## config.mk

```make
export PLATFORM = sky130hd
export DESIGN_NAME = fwd_hazard_scoreboard
export DESIGN_NICKNAME = d
export VERILOG_FILES = /design/src/rtl/fwd_hazard_scoreboard.sv
export SDC_FILE = /design/constraint.sdc
export NUM_CORES = 1
export LEC_CHECK = 0
export ABC_AREA = 1
export CAP_MARGIN = 20
export CORE_MARGIN = 4
export CORE_UTILIZATION = 40
export CTS_CLUSTER_DIAMETER = 30
export CTS_CLUSTER_SIZE = 24
export DETAILED_ROUTE_END_ITERATION = 10
export HOLD_SLACK_MARGIN = 0.03
export PLACE_DENSITY = 0.88
export REMOVE_ABC_BUFFERS = 1
export SKIP_LAST_GASP = 1
export SLEW_MARGIN = 15
export SYNTH_ARGS = -nofsm -noshare
export SYNTH_HDL_FRONTEND = slang
export SYNTH_SLANG_ARGS = --single-unit
```

## constraint.sdc

```tcl
create_clock -name i_clock -period 5.3 [get_ports i_clock]
set_input_delay 0.795 -clock i_clock [delete_from_list [all_inputs] [get_ports i_clock]]
set_output_delay 0.795 -clock i_clock [all_outputs]
set_load 0.01 [all_outputs]
```

## src/rtl/fwd_hazard_scoreboard.sv

```systemverilog
// fwd_hazard_scoreboard
//
// Purpose:
//    Parametrised hazard and forwarding scoreboard for an in-order pipeline.
//    It tracks the destination tags of the instructions that have left decode
//    in a DEPTH-entry shift pipeline. Entry 0 is EX and entry DEPTH-1 is the
//    oldest tracked stage. For each decode read port it picks the forwarded
//    operand. It raises a stall when the youngest producer of a source is a
//    load whose result is not available yet.
//
// Ports:
//    i_clock         rising-edge clock
//    i_reset         synchronous, active-low reset (clears all entry valid bits)
//    i_issue_valid   decode presents an instruction this cycle
//    i_issue_we      that instruction writes a register
//    i_issue_is_load that instruction produces its result late (load)
//    i_issue_rd      destination register of the decode instruction
//    i_issue_rs      source registers, port r at [r*REG_W +: REG_W]
//    i_issue_rs_used port r actually reads its source
//    i_reg_data      register-file read data per port
//    i_stage_result  result held by entry k at [k*DATA_W +: DATA_W]
//    i_freeze        downstream hold; the tag pipeline does not move
//    i_flush         kill the instruction in decode and entry 0
//    o_stall         decode must hold (PC and IF/ID hold)
//    o_fwd_sel       per port: 0 = register file, k+1 = forwarded from entry k
//    o_fwd_data      selected operand per port
//    o_stall_cnt     (HAZ_STATS_EN only) saturating count of stall cycles
//    o_fwd_cnt       (HAZ_STATS_EN only) saturating count of forwarding cycles
//
// Configuration:
//    Define HAZ_STATS_EN to add the two saturating statistics counters and
//    their output ports. When the macro is undefined, they do not exist.

module fwd_hazard_scoreboard #(
   parameter int DATA_W     = 32,
   parameter int REG_W      = 5,
   parameter int DEPTH      = 3,
   parameter int NUM_RD     = 2,
   parameter int LOAD_STAGE = 2,
   localparam int SELW      = $clog2(DEPTH + 1)
) (
   input  logic                     i_clock,
   input  logic                     i_reset,
   input  logic                     i_issue_valid,
   input  logic                     i_issue_we,
   input  logic                     i_issue_is_load,
   input  logic [REG_W-1:0]         i_issue_rd,
   input  logic [NUM_RD*REG_W-1:0]  i_issue_rs,
   input  logic [NUM_RD-1:0]        i_issue_rs_used,
   input  logic [NUM_RD*DATA_W-1:0] i_reg_data,
   input  logic [DEPTH*DATA_W-1:0]  i_stage_result,
   input  logic                     i_freeze,
   input  logic                     i_flush,
   output logic                     o_stall,
   output logic [NUM_RD*SELW-1:0]   o_fwd_sel,
`ifdef HAZ_STATS_EN
   output logic [31:0]              o_stall_cnt,
   output logic [31:0]              o_fwd_cnt,
`endif
   output logic [NUM_RD*DATA_W-1:0] o_fwd_data
);

   // Per-entry tag state. Only the valid bits are reset. The other fields
   // are ignored while their valid bit is clear.
   logic [DEPTH-1:0] r_v;
   logic [DEPTH-1:0] r_we;
   logic [DEPTH-1:0] r_ld;
   logic [REG_W-1:0] r_rd [DEPTH];

   logic [NUM_RD-1:0] w_notReady;
   logic              w_stall;

   // Forwarding selection. The entries are scanned from oldest to youngest,
   // so the last match to be written (the lowest index) wins. A youngest
   // producer that is not ready hides any older ready copy of the same
   // register. In that case the port falls back to the register file and is
   // flagged as not ready, which leads to a stall.
   always_comb begin
      o_fwd_sel  = '0;
      o_fwd_data = i_reg_data;
      w_notReady = '0;
      for (int r = 0; r < NUM_RD; r++) begin
         for (int k = DEPTH - 1; k >= 0; k--) begin
            if (i_issue_rs_used[r] && (i_issue_rs[r*REG_W +: REG_W] != '0) &&
                r_v[k] && r_we[k] && (r_rd[k] == i_issue_rs[r*REG_W +: REG_W])) begin
               if (!r_ld[k] || (k >= LOAD_STAGE)) begin
                  o_fwd_sel[r*SELW +: SELW]     = SELW'(k + 1);
                  o_fwd_data[r*DATA_W +: DATA_W] = i_stage_result[k*DATA_W +: DATA_W];
                  w_notReady[r]                  = 1'b0;
               end else begin
                  o_fwd_sel[r*SELW +: SELW]     = '0;
                  o_fwd_data[r*DATA_W +: DATA_W] = i_reg_data[r*DATA_W +: DATA_W];
                  w_notReady[r]                  = 1'b1;
               end
            end
         end
      end
   end

   // A flushed decode instruction is being killed anyway, so it never stalls.
   assign w_stall = i_issue_valid & (|w_notReady) & ~i_flush;
   assign o_stall = w_stall;

   // Tag pipeline. Freeze holds every entry, but a flush during freeze still
   // kills entry 0. Otherwise the entries shift every cycle. The stage after
   // decode receives a bubble when decode is flushed or stalled, and
   // receives the decode instruction when it is issued.
   always_ff @(posedge i_clock) begin
      if (!i_reset) begin
         r_v <= '0;
      end else if (i_freeze) begin
         if (i_flush) begin
            r_v[0] <= 1'b0;
         end
      end else begin
         for (int k = 1; k < DEPTH; k++) begin
            r_v[k]  <= r_v[k-1];
            r_we[k] <= r_we[k-1];
            r_ld[k] <= r_ld[k-1];
            r_rd[k] <= r_rd[k-1];
         end
         if (i_flush || w_stall) begin
            r_v[0]  <= 1'b0;
            r_we[0] <= 1'b0;
            r_ld[0] <= 1'b0;
            r_rd[0] <= '0;
         end else begin
            r_v[0]  <= i_issue_valid;
            r_we[0] <= i_issue_we;
            r_ld[0] <= i_issue_is_load;
            r_rd[0] <= i_issue_rd;
         end
      end
   end

`ifdef HAZ_STATS_EN
   logic w_anyFwd;

   assign w_anyFwd = |o_fwd_sel;

   // Saturating statistics. Frozen cycles are not counted. A forwarding
   // cycle is counted only when the decode instruction actually proceeds.
   always_ff @(posedge i_clock) begin
      if (!i_reset) begin
         o_stall_cnt <= '0;
         o_fwd_cnt   <= '0;
      end else begin
         if (w_stall && !i_freeze && (o_stall_cnt != 32'hFFFF_FFFF)) begin
            o_stall_cnt <= o_stall_cnt + 32'd1;
         end
         if (w_anyFwd && !w_stall && !i_freeze && (o_fwd_cnt != 32'hFFFF_FFFF)) begin
            o_fwd_cnt <= o_fwd_cnt + 32'd1;
         end
      end
   end
`endif

endmodule

```

==> impl_metrics.json <==
{
  "critPathMaxFanout": 19,
  "dpl_cell_area_um2": 7790,
  "dieArea_um2": 14800,
  "grt_pass1_wl_mm": 34.2,
  "p_per_area_nw_per_um2": 102,
  "drt_iter0_markers": 889,
  "cts.reportedPaths.clkPinSlew_ns": 0.06,
  "dieWidth_um": 122,
  "fin_tns_setup_ns": 0,
  "post_synth_xor_area_fraction_pct": 2.18,
  "tritoncts": "done",
  "async_flop_share_pct": 0,
  "cts_buffer_depth": 2,
  "synth_ff_type": "edfxtp_1",
  "status": "finished clean",
  "synth.avg_cell_area_um2": 4.83,
  "wire_per_inst_um": 15.6,
  "timing.final.ws_setup_ns": 0.909,
  "period_share_pct": 82.8,
  "avgViaCountPerCell": 5.27,
  "power_uw": 804,
  "synth_warnings": 0,
  "grt_max_degree": 57,
  "synth_top_family_by_area": "simple AND/OR/NAND/NOR gates",
  "synth.most_common_cell": "nand2_1",
  "rsz0062_at_grt": "false",
  "n_antenna_cell": 0,
  "finalSetupViolations": 0,
  "synth_edf_count": 20,
  "place_hpwl_mm": 16.8,
  "synth_commonest_cells": "nand2_1, o21ai_0, inv_1",
  "synth_fa_ha_area_share_pct": 0,
  "dr_total_vias": 7662,
  "final_antenna_net_count": 0,
  "clockRootBuffer": "clkbuf_16",
  "start_util_pct": 40.8,
  "postSynthCellCount": 1067,
  "core_area_um2": 12600,
  "pre_cts_ws_ns": 0.931,
  "drive_gt1_share_pct": 3.75,
  "cap_viol_max_count": 0,
  "max_freq_mhz": 228,
  "cts_setup_buffers": 0,
  "synthSimpleGateAreaFrac_pct": 52.8,
  "stdcell_area_um2": 7870,
  "clock_latency_ns": 0.25,
  "synth_area_um2": 5150,
  "synth-seq-area-share_pct": 12.8,
  "cts_hold_buf": 0,
  "max-vdd-ir-drop_mv": 0.174,
  "synth_cell_types": 35,
  "skew_ns": 0.00264,
  "worstMarginPinSlew_ns": 0.869,
  "rows": 41,
  "slew_headroom_pct": 42.0,
  "synth_top_cell_area_share_pct": 36.7,
  "synthToLayoutAreaGrowth_pct": 52.7,
  "critPathRequiredTime_ns": 4.51,
  "crit_type": "input pin to output pin",
  "stdcell_count": 1453,
  "nets": 1466,
  "finalHoldViolCount": 0,
  "post-place-cells": 1449,
  "hold_class": "register to register",
  "grt_antenna_before_repair": 0,
  "gp_congestion": 0.963,
  "grt_pass1_vias": 6840,
  "numCtsBuffers": 3,
  "drt_first_pass_iters": 8,
  "post_cts_resized": 0,
  "cts_sinks": 23,
  "finalCriticalPeriod_ns": 4.39,
  "synth-seq-cells": 23,
  "drv_slew": 0,
  "drc_errors": 0,
  "grt_usage_pct": 28.4,
  "synth_mux_area_share_pct": 0,
  "io_pins": 253,
  "crit_path_end_kind": "output pin",
  "synth_area_leaders": "nand2_1, o21ai_0, edfxtp_1",
  "worstPathArrival_ns": 3.60,
  "yosys.area.top_type": "nand2_1",
  "io_buffer_count": 252,
  "htree_levels": 1,
  "wl_mm": 22.7,
  "die_h_um": 122,
  "startpoint_type": "input pin",
  "grt.overflow.total": 0,
  "synth_compound_area_share_pct": 17.5,
  "power.leakage_uw": 0.00405
}
==> cells in the final DEF (no fill, tap or decap), types with 2 or more instances in the layout <==
cell | netlist | layout
o21ai_0 | 130 | 130
nand4_1 | 37 | 37
clkbuf_16 | 0 | 3
xnor2_1 | 5 | 5
nor3_4 | 1 | 2
inv_2 | 9 | 10
xor2_1 | 6 | 6
dfxtp_1 | 3 | 3
clkdlybuf4s50_1 | 0 | 252
o21ai_1 | 6 | 6
nand2_2 | 3 | 4
edfxtp_1 | 20 | 20
nor3_1 | 6 | 6
nand3_1 | 28 | 27
buf_4 | 2 | 17
nor2_1 | 68 | 68
inv_1 | 125 | 124
nand2_1 | 504 | 503
a21oi_1 | 41 | 40
nand3_2 | 3 | 4
==> report_power, final <==
| group | switching (uW) | internal [uW] | total (uW) | leakage, uW |
|---|---|---|---|---|
| clock network | 60.3 | 101 | 162 | 0.0000409 |
| registers | 10.6 | 205 | 216 | 0.000201 |
| logic | 200 | 227 | 427 | 0.00380 |
| total | 271 | 534 | 804 | 0.00405 |
==> area by class of cell <==
class                           count  area, um^2
Fill cell                        1266        4750
Inverter                          135         507
Tap cell                          172         215
Clock buffer                        3        75.1
Clock inverter                      1        5.00
Sequential cell                    23         661
Timing Repair Buffer              269        2650
Multi-Input combinational cell    850        3760
==> critical path, stage by stage <==
cell and delay, ns:
clkdlybuf4s50_1 0.62, nor2_1 0.07, nand3_1 0.08, nand2_1 0.13
nor3_1 0.25, nand2_2 0.30, buf_4 0.31, nand2_1 0.13
nand2_1 0.11, nand2_1 0.08, nand2_1 0.09, nor2_1 0.10
clkdlybuf4s50_1 0.54
==> layer usage <==
| metal | up-vias | GRT usage [%] | routed length, um |
|---|---|---|---|
| li1 | 3779 | - | - |
| met1 | 3345 | 35.2 | 8970 |
| met2 | 479 | 50.7 | 10900 |
| met3 | 59 | 4.34 | 2260 |
| met4 | 0 | 8.68 | 597 |
| met5 | - | 0 | 0 |
==> kinds of logic (layout without fill, tap and decap cells) <==
group,after synthesis,in the layout
simple gates,659,659
buf+inv,194,408
compound gates,179,179
flops,23,23
xor+xnor,12,12
==> flip-flops by register name (all words and copies together), names as in the netlist <==
name	count
r_we	3
r_rd	15
r_ld	2
r_v	3
==> path summary, 6_finish.rpt <==
| check | endpoint | slack [ns] | from | cells after the start |
|---|---|---|---|---|
| worst min-delay path | r_we[1] | 0.48 | r_we[0] | 0 |
| worst min register to register | r_we[1] | 0.48 | r_we[0] | 0 |
| worst max-delay path | o_stall | 0.91 | i_issue_rs[3] | 13 |
| worst max register to register | r_rd[0][2] | 2.81 | r_ld[0] | 7 |
==> per-stage QoR <==
| stage | hold slack (ns) | utilization [%] |
|---|---|---|
| after floorplan | 0.427 | - |
| after detailed placement | 0.443 | 61.7 |
| after global placement | 0.433 | 61.7 |
| after global routing | 0.473 | 62.4 |
| final | 0.480 | 62.4 |
| after CTS | 0.475 | 62.4 |
Note: power is estimated with default switching activity, not from simulation.
